<file path="config.mk">
export PLATFORM = sky130hd
export DESIGN_NAME = t09_sound_scheduler
export DESIGN_NICKNAME = d
export VERILOG_FILES = /design/src/rtl/t09_sound_scheduler.sv
export SDC_FILE = /design/constraint.sdc
export NUM_CORES = 1
export LEC_CHECK = 0
export CAP_MARGIN = 5
export CORE_ASPECT_RATIO = 1.75
export CORE_MARGIN = 2
export CORE_UTILIZATION = 50
export CTS_CLUSTER_SIZE = 8
export DETAILED_ROUTE_END_ITERATION = 12
export GPL_TIMING_DRIVEN = 1
export PLACE_DENSITY = 0.73
export SLEW_MARGIN = 10
export SYNTH_ARGS = -nofsm -noshare
export SYNTH_HDL_FRONTEND = slang
export SYNTH_SLANG_ARGS = --single-unit
</file>
<file path="constraint.sdc">
create_clock -name clk -period 3.1 [get_ports clk]
set_clock_uncertainty 0.2 [all_clocks]
set_input_delay 0.465 -clock clk [delete_from_list [all_inputs] [get_ports clk]]
set_output_delay 0.465 -clock clk [all_outputs]
set_load 0.01 [all_outputs]
</file>
<file path="src/rtl/t09_sound_scheduler.sv">
// Sound scheduler: latches bad/good/button requests and plays one square-wave tone at a time, bad > good > button, with a silent gap after each.
// Optional macro SOUND_PREEMPT_EN lets a bad request abort a good or button tone and play at once.
module t09_sound_scheduler #(
    parameter int DUR_CYCLES = 2500000,
    parameter int GAP_CYCLES = 250000,
    parameter int GOOD_DIV   = 11363,
    parameter int BAD_DIV    = 22727,
    parameter int BTN_DIV    = 7575
) (
    input  logic       clk,
    input  logic       rst,
    input  logic       goodColl,
    input  logic       badColl,
    input  logic       button,
    output logic       soundOut,
    output logic       busy,
    output logic [1:0] toneId
);
    localparam int DIV_MAX = (BAD_DIV > GOOD_DIV) ? ((BAD_DIV > BTN_DIV) ? BAD_DIV : BTN_DIV)
                                                  : ((GOOD_DIV > BTN_DIV) ? GOOD_DIV : BTN_DIV);
    localparam int DUR_W = (DUR_CYCLES > 1) ? $clog2(DUR_CYCLES) : 1;
    localparam int GAP_W = (GAP_CYCLES > 1) ? $clog2(GAP_CYCLES) : 1;
    localparam int DIV_W = (DIV_MAX > 1) ? $clog2(DIV_MAX) : 1;

    localparam logic [1:0] IDLE = 2'd0;
    localparam logic [1:0] PLAY = 2'd1;
    localparam logic [1:0] GAP  = 2'd2;

    localparam logic [1:0] TONE_NONE = 2'b00;
    localparam logic [1:0] TONE_BTN  = 2'b01;
    localparam logic [1:0] TONE_GOOD = 2'b10;
    localparam logic [1:0] TONE_BAD  = 2'b11;

    logic [1:0]       state;
    logic             pend_bad;
    logic             pend_good;
    logic             pend_btn;
    logic [DUR_W-1:0] dur_cnt;
    logic [GAP_W-1:0] gap_cnt;
    logic [DIV_W-1:0] div_cnt;
    logic [DIV_W-1:0] div_last;
    logic [1:0]       idle_pick;
    logic [1:0]       gap_pick;
    logic             dur_done;
    logic             gap_done;
    logic             div_wrap;
    logic             preempt;

    function automatic logic [1:0] pick(input logic b, input logic g, input logic n);
        logic [1:0] t;
        t = TONE_NONE;
        if (b)
            t = TONE_BAD;
        else if (g)
            t = TONE_GOOD;
        else if (n)
            t = TONE_BTN;
        return t;
    endfunction

    // IDLE also looks at this cycle's inputs so a request is granted on the very next edge
    assign idle_pick = pick(pend_bad | badColl, pend_good | goodColl, pend_btn | button);
    assign gap_pick  = pick(pend_bad, pend_good, pend_btn);

    always_comb begin
        div_last = DIV_W'(BTN_DIV - 1);
        case (toneId)
            TONE_GOOD: div_last = DIV_W'(GOOD_DIV - 1);
            TONE_BAD:  div_last = DIV_W'(BAD_DIV - 1);
            default:   div_last = DIV_W'(BTN_DIV - 1);
        endcase
    end

    assign dur_done = (dur_cnt == DUR_W'(DUR_CYCLES - 1));
    assign gap_done = (gap_cnt == GAP_W'(GAP_CYCLES - 1));
    assign div_wrap = (div_cnt == div_last);
    assign busy     = (state != IDLE);

`ifdef SOUND_PREEMPT_EN
    assign preempt = (state == PLAY) && (toneId != TONE_BAD) && badColl;
`else
    assign preempt = 1'b0;
`endif

    always_ff @(posedge clk) begin
        if (rst) begin
            state     <= IDLE;
            pend_bad  <= 1'b0;
            pend_good <= 1'b0;
            pend_btn  <= 1'b0;
            dur_cnt   <= '0;
            gap_cnt   <= '0;
            div_cnt   <= '0;
            soundOut  <= 1'b0;
            toneId    <= TONE_NONE;
        end else begin
            pend_bad  <= pend_bad | badColl;
            pend_good <= pend_good | goodColl;
            pend_btn  <= pend_btn | button;
            case (state)
                IDLE: begin
                    if (idle_pick != TONE_NONE) begin
                        state    <= PLAY;
                        toneId   <= idle_pick;
                        dur_cnt  <= '0;
                        div_cnt  <= '0;
                        soundOut <= 1'b0;
                        // the granted request, flag or live input, is consumed here
                        case (idle_pick)
                            TONE_BAD:  pend_bad  <= 1'b0;
                            TONE_GOOD: pend_good <= 1'b0;
                            default:   pend_btn  <= 1'b0;
                        endcase
                    end
                end
                PLAY: begin
                    if (preempt) begin
                        toneId   <= TONE_BAD;
                        dur_cnt  <= '0;
                        div_cnt  <= '0;
                        soundOut <= 1'b0;
                        pend_bad <= 1'b0;
                        if (toneId == TONE_GOOD)
                            pend_good <= 1'b1;
                        else
                            pend_btn <= 1'b1;
                    end else if (dur_done) begin
                        state    <= GAP;
                        toneId   <= TONE_NONE;
                        soundOut <= 1'b0;
                        gap_cnt  <= '0;
                    end else begin
                        dur_cnt <= dur_cnt + 1'b1;
                        if (div_wrap) begin
                            div_cnt  <= '0;
                            soundOut <= ~soundOut;
                        end else begin
                            div_cnt <= div_cnt + 1'b1;
                        end
                    end
                end
                GAP: begin
                    if (gap_done) begin
                        if (gap_pick != TONE_NONE) begin
                            state    <= PLAY;
                            toneId   <= gap_pick;
                            dur_cnt  <= '0;
                            div_cnt  <= '0;
                            soundOut <= 1'b0;
                            // a fresh request on the granting edge keeps the flag set
                            case (gap_pick)
                                TONE_BAD:  pend_bad  <= badColl;
                                TONE_GOOD: pend_good <= goodColl;
                                default:   pend_btn  <= button;
                            endcase
                        end else begin
                            state <= IDLE;
                        end
                    end else begin
                        gap_cnt <= gap_cnt + 1'b1;
                    end
                end
                default: begin
                    state  <= IDLE;
                    toneId <= TONE_NONE;
                end
            endcase
        end
    end
endmodule
</file>
==> results.cfg, run 1 <==
[outcome]
status = finished, final reports clean

[grt]
grt_usage_pct = 25.3
grt_pass1_wl_um = 16800
top_usage_layer = met2
grtUsageMet2_pct = 45.1
grt_max_degree = 46
grt-ovfl-total = 0
antenna_found_initial = 0
grt_pass1_vias = 3598
grt_use_met3_pct = 4.43
met1_usage_pct = 26.6

[routing]
dr.pass1.iters = 5
wl_per_cell_um = 18.3
vias_per_cell = 6.84
drc = 0
wl_um = 10200
postRouteAntennaNets = 0
route.vias.total = 3797
drt-initial-drc-count = 284

[critical_path]
crit_fanout = 37
startpoint_type = flop
crit_end = dur_cnt[9]
timing.rr.end = dur_cnt[9]
reg2reg_setup_slack_ps = 470
required_ps = 3160
endpoint_kind = flop
reg2reg_from = gap_cnt[0]
crit_start = gap_cnt[0]
critPathKind = reg2reg
ff2ff_path_depth = 7
arrival_ps = 2690

[floorplan]
die_h_um = 119
dieArea_um2 = 8240
core-area_um2 = 7230
fp.dieW_um = 69.5
io_pins = 9
num_rows = 41
start_util_pct = 51.9

[finish]
nets = 473
fin_cells = 555
areaGrowthSynthToFinish_pct = 11.6
nFillCells = 659
utilization_pct = 57.9
drive_gt1_share_pct = 7.46
antennaDiodeCount = 0

[logic_synthesis]
synth_xor_area_share_pct = 0.467
synth_async_sr_flop_share_pct = 0
synth-seq-cells = 63
yosysSeqAreaShare_pct = 33.6
synth-simple-area-share_pct = 32.7
yosys_warnings = 0
muxShareOfSynthArea_pct = 1.07
ys_types = 58
synth-edff-count = 0
synth_fa_ha_area_share_pct = 1.33
synth_compound_area_share_pct = 25.4
syn_inst = 467
synth_top_family_by_area = simple AND/OR/NAND/NOR gates
syn_nets = 476
syn_area_um2 = 3750
synth-main-ff-cell = dfxtp_1
synth_area_per_cell_um2 = 8.04

[power_and_ir_drop]
vdd_drop_max_v = 0.000327
power_density_nw_per_um2 = 468
cellLeakagePower_nw = 1.29

[clock_tree]
insertion_delay_ps = 340
numCtsBuffers = 9
hold_buffers = 0
h-tree-depth = 3
cts.sink_count = 63
cts_setup_buffers = 0
clk_pin_slew_worst_paths_ps = 50
cts_tree = done
cts_buffer_depth = 2
cts-resized-gates = 0
cts_root_buffer = clkbuf_16

[worst_hold_path]
hp-class = reg2reg
hold_depth = 2

[timing]
fin_crit_ps = 2630
rsz0062_at_grt = no
tightest_slew_ps = 785
relSlewSlack_pct = 47.7
fmax_mhz = 380
hold_violations = 0
drv_slew = 0
final.setup.tns_ps = 0
finalCritPeriodShare_pct = 84.9
finalSetupViolCount = 0

[run]
drv_cap = 0

[place]
io_buffer_count = 8
gp_congestion = 0.927
place_inst = 539
dp_hpwl_um = 7200
[worst max-delay path: stages (launching register included)]
cell and delay [ps]:
dfxtp_1 400, ha_1 240, nand4_1 300, o31ai_2 350, nand3_1 130, buf_4 250
or4_1 520, a21oi_1 150
[where the power goes]
group | switching, W | internal (W)
Clock | 0.000358 | 0.000685
Combinational | 0.0000559 | 0.0000311
Sequential | 0.0000134 | 0.000819
Total | 0.000427 | 0.00153
[flip-flops by register name (all words and copies together) (netlist names)]
name	cells
dur_cnt	22
gap_cnt	18
div_cnt	15
state	2
toneId	2
pend_bad	1
pend_btn	1
pend_good	1
soundOut	1
[worst min-delay path by stage]
stage | from | to
floorplan | gap_cnt[16] | gap_cnt[16]
global placement | dur_cnt[21] | dur_cnt[21]
detailed placement | dur_cnt[21] | dur_cnt[21]
CTS | dur_cnt[21] | dur_cnt[21]
global route | gap_cnt[17] | gap_cnt[17]
finish | dur_cnt[21] | dur_cnt[21]
[Yosys cell counts, types with 11 or more instances]
library cell | n | area (um^2)
o21ai_0 | 24 | 120
nand3_1 | 31 | 155
o2111ai_1 | 11 | 96.3
nor2_1 | 20 | 75.1
clkbuf_1 | 19 | 71.3
inv_1 | 14 | 52.6
nand4_1 | 29 | 181
or4_1 | 18 | 135
a21oi_1 | 37 | 185
dfxtp_1 | 63 | 1260
o31ai_1 | 14 | 105
nand2_1 | 39 | 146
[layout make-up]
class,instances,area [um^2],area share (%)
Multi-Input combinational cell,357,2290,54.6
Sequential cell,63,1260,30.1
Clock buffer,13,270,6.45
Timing Repair Buffer,18,168,4.00
Tap cell,86,108,2.57
Inverter,15,56.3,1.34
Clock inverter,3,40.0,0.956
[per-layer routing]
layer	vias up	wire [um]
met1	1821	3910
met3	36	345
met2	103	5410
met5	-	0
li1	1837	-
met4	0	502
[cell families after synthesis]
family / count (synthesis)
AO/OA/AOI/OAI: 136
adder cells (fa/ha/maj): 4
flip-flops: 63
buffers and inverters: 47
AND/OR/NAND/NOR: 211
multiplexers: 4
XOR/XNOR: 2
[layout by cell type, fill, tap and decap left out, types with 5 or more instances in the layout]
cell type        netlist  layout
clkdlybuf4s50_1        0       8
and2_1                 5       5
nand2_1               39      39
a31oi_1               10      10
buf_4                  4       9
inv_1                 14      14
nor2b_1                6       6
a21oi_1               37      37
nand2b_1               6       6
nor4_1                 6       6
dfxtp_1               63      63
nand3_1               31      31
and3_1                 8       8
clkbuf_16              0       9
o21ai_0               24      23
nand4_1               29      29
a2111o_1              10      10
nand4b_1               6       6
or4_1                 18      18
o2111ai_1             11      11
or3_1                 10      10
nor2_1                20      20
nor3_1                 8       8
o31ai_1               14      14
[stage by stage]
| step | cell area [um^2] | total power [W] | setup WS, ps | hold slack [ps] |
|---|---|---|---|---|
| global placement | 3880 | 0.000932 | 333 | 260 |
| CTS | 4190 | 0.00197 | 453 | 290 |
| global route | 4190 | 0.00201 | 265 | 313 |
| finish | 4190 | 0.00196 | 467 | 288 |
| floorplan | 3750 | 0.000901 | 840 | 244 |
| detailed placement | 3880 | 0.000934 | 286 | 283 |
No activity file was read; power rests on OpenSTA's default activity.
==> inputs of run 2 (changes only) <==
==> constraint.sdc (replaced) <==
create_clock -name clk -period 2.6 [get_ports clk]
set_clock_uncertainty 0.2 [all_clocks]
set_input_delay 0.39 -clock clk [delete_from_list [all_inputs] [get_ports clk]]
set_output_delay 0.39 -clock clk [all_outputs]
set_load 0.01 [all_outputs]
==> results.cfg, run 2 (synthesis gave the netlist of run 1 again) <==
[critical_path]
cp_cell_sequence = ha_1, nand2_1, or3_1, or3_1, or4_1, a21oi_1
slowest_stage = or3_1
crit_fanout = 5
startpoint_type = flop
cpMostUsedCell = or3_1
critPathMaxStageDelay_ps = 430
required_ps = 2670
endpoint_kind = flop
arrival_ps = 2500
critPathKind = reg2reg

[routing]
drc = 0
dr.pass1.iters = 5
wl_um = 9820
vias_per_cell = 6.72
wl_per_cell_um = 17.2
postRouteAntennaNets = 0
route.vias.total = 3828
drt-initial-drc-count = 291

[clock_tree]
clk_pin_slew_worst_paths_ps = 50
cts_setup_buffers = 0
cts_tree = done
numCtsBuffers = 9
cts-resized-gates = 0
hold_buffers = 0
cts_root_buffer = clkbuf_16
cts.sink_count = 63
h-tree-depth = 3
insertion_delay_ps = 340
cts_buffer_depth = 2

[floorplan]
fp.dieW_um = 69.5
die_h_um = 119
start_util_pct = 51.9
dieArea_um2 = 8240
io_pins = 9
core-area_um2 = 7230
num_rows = 41

[timing]
fin_crit_ps = 2430
rsz0062_at_grt = no
setup_slack_ps = 166
finalCritPeriodShare_pct = 93.6
relSlewSlack_pct = 44.5
tightest_slew_ps = 833
hold_violations = 0
drv_slew = 0
final.setup.tns_ps = 0
fmax_mhz = 411
finalSetupViolCount = 0

[grt]
grt-ovfl-total = 0
grt_max_degree = 42
grt_usage_pct = 24.3
top_usage_layer = met2
met1_usage_pct = 26.8
grt_pass1_wl_um = 16500
grtUsageMet2_pct = 42.9
antenna_found_initial = 0
grt_pass1_vias = 3605
grt_use_met3_pct = 4.69

[finish]
top_regs = dur_cnt x22, gap_cnt x18, div_cnt x15
regArea_um2 = 1260
areaGrowthSynthToFinish_pct = 14.6
nFillCells = 648
antennaDiodeCount = 0
final_common_cell = dfxtp_1
layout_common_cells = 63 x dfxtp_1, 39 x nand2_1, 37 x a21oi_1
drive_gt1_share_pct = 10.3
multi_input_area_um2 = 2290
nets = 488
top_register = dur_cnt
largest_reg_flops = 22

[place]
gp_congestion = 0.912
io_buffer_count = 8
pre_cts_ws_ps = 125
dp_hpwl_um = 6930

[power_and_ir_drop]
internal_power_w = 0.00184
p_clk_share_pct = 52.9
seqPwrFrac_pct = 42.0
cellLeakagePower_nw = 1.36
sw_frac_of_total_pct = 21.8
power_density_nw_per_um2 = 547
power_frac_comb_pct = 5.1
switching_power_w = 0.000514
vdd_drop_max_v = 0.000391

[outcome]
status = finished, final reports clean

[run]
drv_cap = 0

[worst_hold_path]
hp-class = reg2reg
==> run 2: power groups by stage <==
stage	sequential [W]	combinational, W	clock, W
finish	0.000988	0.000119	0.00125
global placement	0.00101	0.000117	0
CTS	0.000987	0.000119	0.00126
floorplan	0.00101	0.0000685	0
detailed placement	0.00101	0.000119	0
global route	0.000989	0.000128	0.00129
==> run 2: path summary, 6_finish.rpt <==
check / endpoint / cells after the start / start / slack [ps]
worst max-delay path: dur_cnt[20] / 6 / dur_cnt[0] / 170
worst min-delay path: gap_cnt[16] / 2 / gap_cnt[16] / 280
worst max register to register: dur_cnt[20] / 6 / dur_cnt[0] / 170
worst min register to register: gap_cnt[16] / 2 / gap_cnt[16] / 280
==> run 2: metal layers <==
layer  vias up  routed length [um]
li1       1864                   -
met1      1831                3970
met2       100                5240
met3        33                 282
met4         0                 331
met5         -                   0
==> run 2: layout make-up <==
class / instances / area share (%)
Inverter: 15 / 1.31
Tap cell: 86 / 2.50
Clock inverter: 3 / 0.931
Multi-Input combinational cell: 357 / 53.1
Sequential cell: 63 / 29.3
Timing Repair Buffer: 33 / 6.52
Clock buffer: 13 / 6.28
==> run 2: worst max-delay path, delay by kind of cell, from the launching register on <==
family | cells | cell delay [ps]
AND/OR/NAND/NOR | 4 | 1380
flip-flops | 1 | 380
adder cells (fa/ha/maj) | 1 | 260
AO/OA/AOI/OAI | 1 | 140
==> run 2: through the flow <==
stage	util (%)	cells	hold slack [ps]	cell area [um^2]	total power [W]
after floorplan	-	467	244	3750	0.00107
after global placement	55.2	554	262	3990	0.00112
after detailed placement	55.2	554	268	3990	0.00113
after CTS	59.5	570	275	4300	0.00237
after global routing	59.5	570	313	4300	0.00241
final	59.5	570	281	4300	0.00235
==> inputs of run 3 (changes only) <==
--- a/config.mk
+++ b/config.mk
@@ -13,6 +13,7 @@
 export DETAILED_ROUTE_END_ITERATION = 12
 export GPL_TIMING_DRIVEN = 1
 export PLACE_DENSITY = 0.73
+export RECOVER_POWER = 100
 export SLEW_MARGIN = 10
 export SYNTH_ARGS = -nofsm -noshare
 export SYNTH_HDL_FRONTEND = slang
==> results.cfg, run 3 (synthesis gave the netlist of run 1 again) <==
[floorplan]
fp.dieW_um = 69.5
core-area_um2 = 7230
die_h_um = 119
num_rows = 41
io_pins = 9
start_util_pct = 51.9
dieArea_um2 = 8240

[finish]
drive_gt1_share_pct = 9.71
layout_common_cells = 63 x dfxtp_1, 39 x nand2_1, 37 x a21oi_1
areaGrowthSynthToFinish_pct = 14.3
top_register = dur_cnt
final_common_cell = dfxtp_1
utilization_pct = 59.3
antennaDiodeCount = 0
nets = 488
largest_reg_flops = 22
top_regs = dur_cnt x22, gap_cnt x18, div_cnt x15

[timing]
hold_violations = 0
final.setup.tns_ps = 0
drv_slew = 0
hold_ws_ps = 281
relSlewSlack_pct = 42.5
tightest_slew_ps = 863
fmax_mhz = 412
fin_crit_ps = 2430
rsz0062_at_grt = no
finalCritPeriodShare_pct = 93.3
finalSetupViolCount = 0

[grt]
grt_pass1_vias = 3605
grt_max_degree = 42
grt_pass1_wl_um = 16500
grt_usage_pct = 24.3
grt-ovfl-total = 0
antenna_found_initial = 0

[outcome]
status = finished, final reports clean

[clock_tree]
cts_buffer_depth = 2
cts.sink_count = 63
insertion_delay_ps = 330
numCtsBuffers = 9
h-tree-depth = 3
hold_buffers = 0
cts_tree = done
cts_root_buffer = clkbuf_16
clk_pin_slew_worst_paths_ps = 60
cts-resized-gates = 0
cts_setup_buffers = 0

[critical_path]
endpoint_kind = flop
crit_fanout = 5
startpoint_type = flop
critPathKind = reg2reg
required_ps = 2670
arrival_ps = 2490

[routing]
vias_per_cell = 6.67
wl_um = 9770
drt-initial-drc-count = 280
route.vias.total = 3801
wl_met3_um = 261
drc = 0
dr.pass1.iters = 5
wl_met2_um = 5270
postRouteAntennaNets = 0
highest_layer = met4
met1Wirelength_um = 3890
wl_per_cell_um = 17.1

[run]
drv_cap = 0

[power_and_ir_drop]
power_density_nw_per_um2 = 547
vdd_drop_max_v = 0.000391
power.total_w = 0.00235
cellLeakagePower_nw = 1.36

[place]
gp_congestion = 0.912
io_buffer_count = 8
dp_hpwl_um = 6930

[worst_hold_path]
hp-class = reg2reg
run 3: critical path, cell delays in order (launching register included):
cell and delay, ps:
dfxtp_1 380, ha_1 260, nand2_1 150, or3_1 430, or3_1 400, or4_1 400, a21oi_1 140
run 3: layout make-up:
class / count / area, um^2
multi-input combinational: 357 / 2280
sequential: 63 / 1260
clock buffer: 13 / 270
tap: 86 / 108
fill: 653 / 2940
inverter: 15 / 56.3
clock inverter: 3 / 40.0
timing repair buffer: 33 / 273
run 3: final timing paths:
check	to	slack [ps]	cells past startpoint	start
min	gap_cnt[16]	280	2	gap_cnt[16]
min reg2reg	gap_cnt[16]	280	2	gap_cnt[16]
max	dur_cnt[20]	170	6	dur_cnt[0]
max reg2reg	dur_cnt[20]	170	6	dur_cnt[0]
run 3: metal layers:
layer / vias up / global-route usage (%)
li1: 1863 / -
met1: 1812 / 26.8
met2: 93 / 42.9
met3: 33 / 4.69
met4: 0 / 13.2
met5: - / 0
run 3: through the flow:
step | worst slack (ps) | cell area [um^2] | std cells
after floorplan | 340 | 3750 | 467
after global placement | 156 | 3990 | 554
after detailed placement | 125 | 3990 | 554
after CTS | 167 | 4300 | 570
after global routing | 19.6 | 4290 | 570
final | 174 | 4290 | 570
run 3: power by group:
| part | switching [W] | internal (W) |
|---|---|---|
| registers | 0.0000119 | 0.000976 |
| clock network | 0.000426 | 0.000817 |
| logic | 0.0000723 | 0.0000440 |
| total | 0.000511 | 0.00184 |
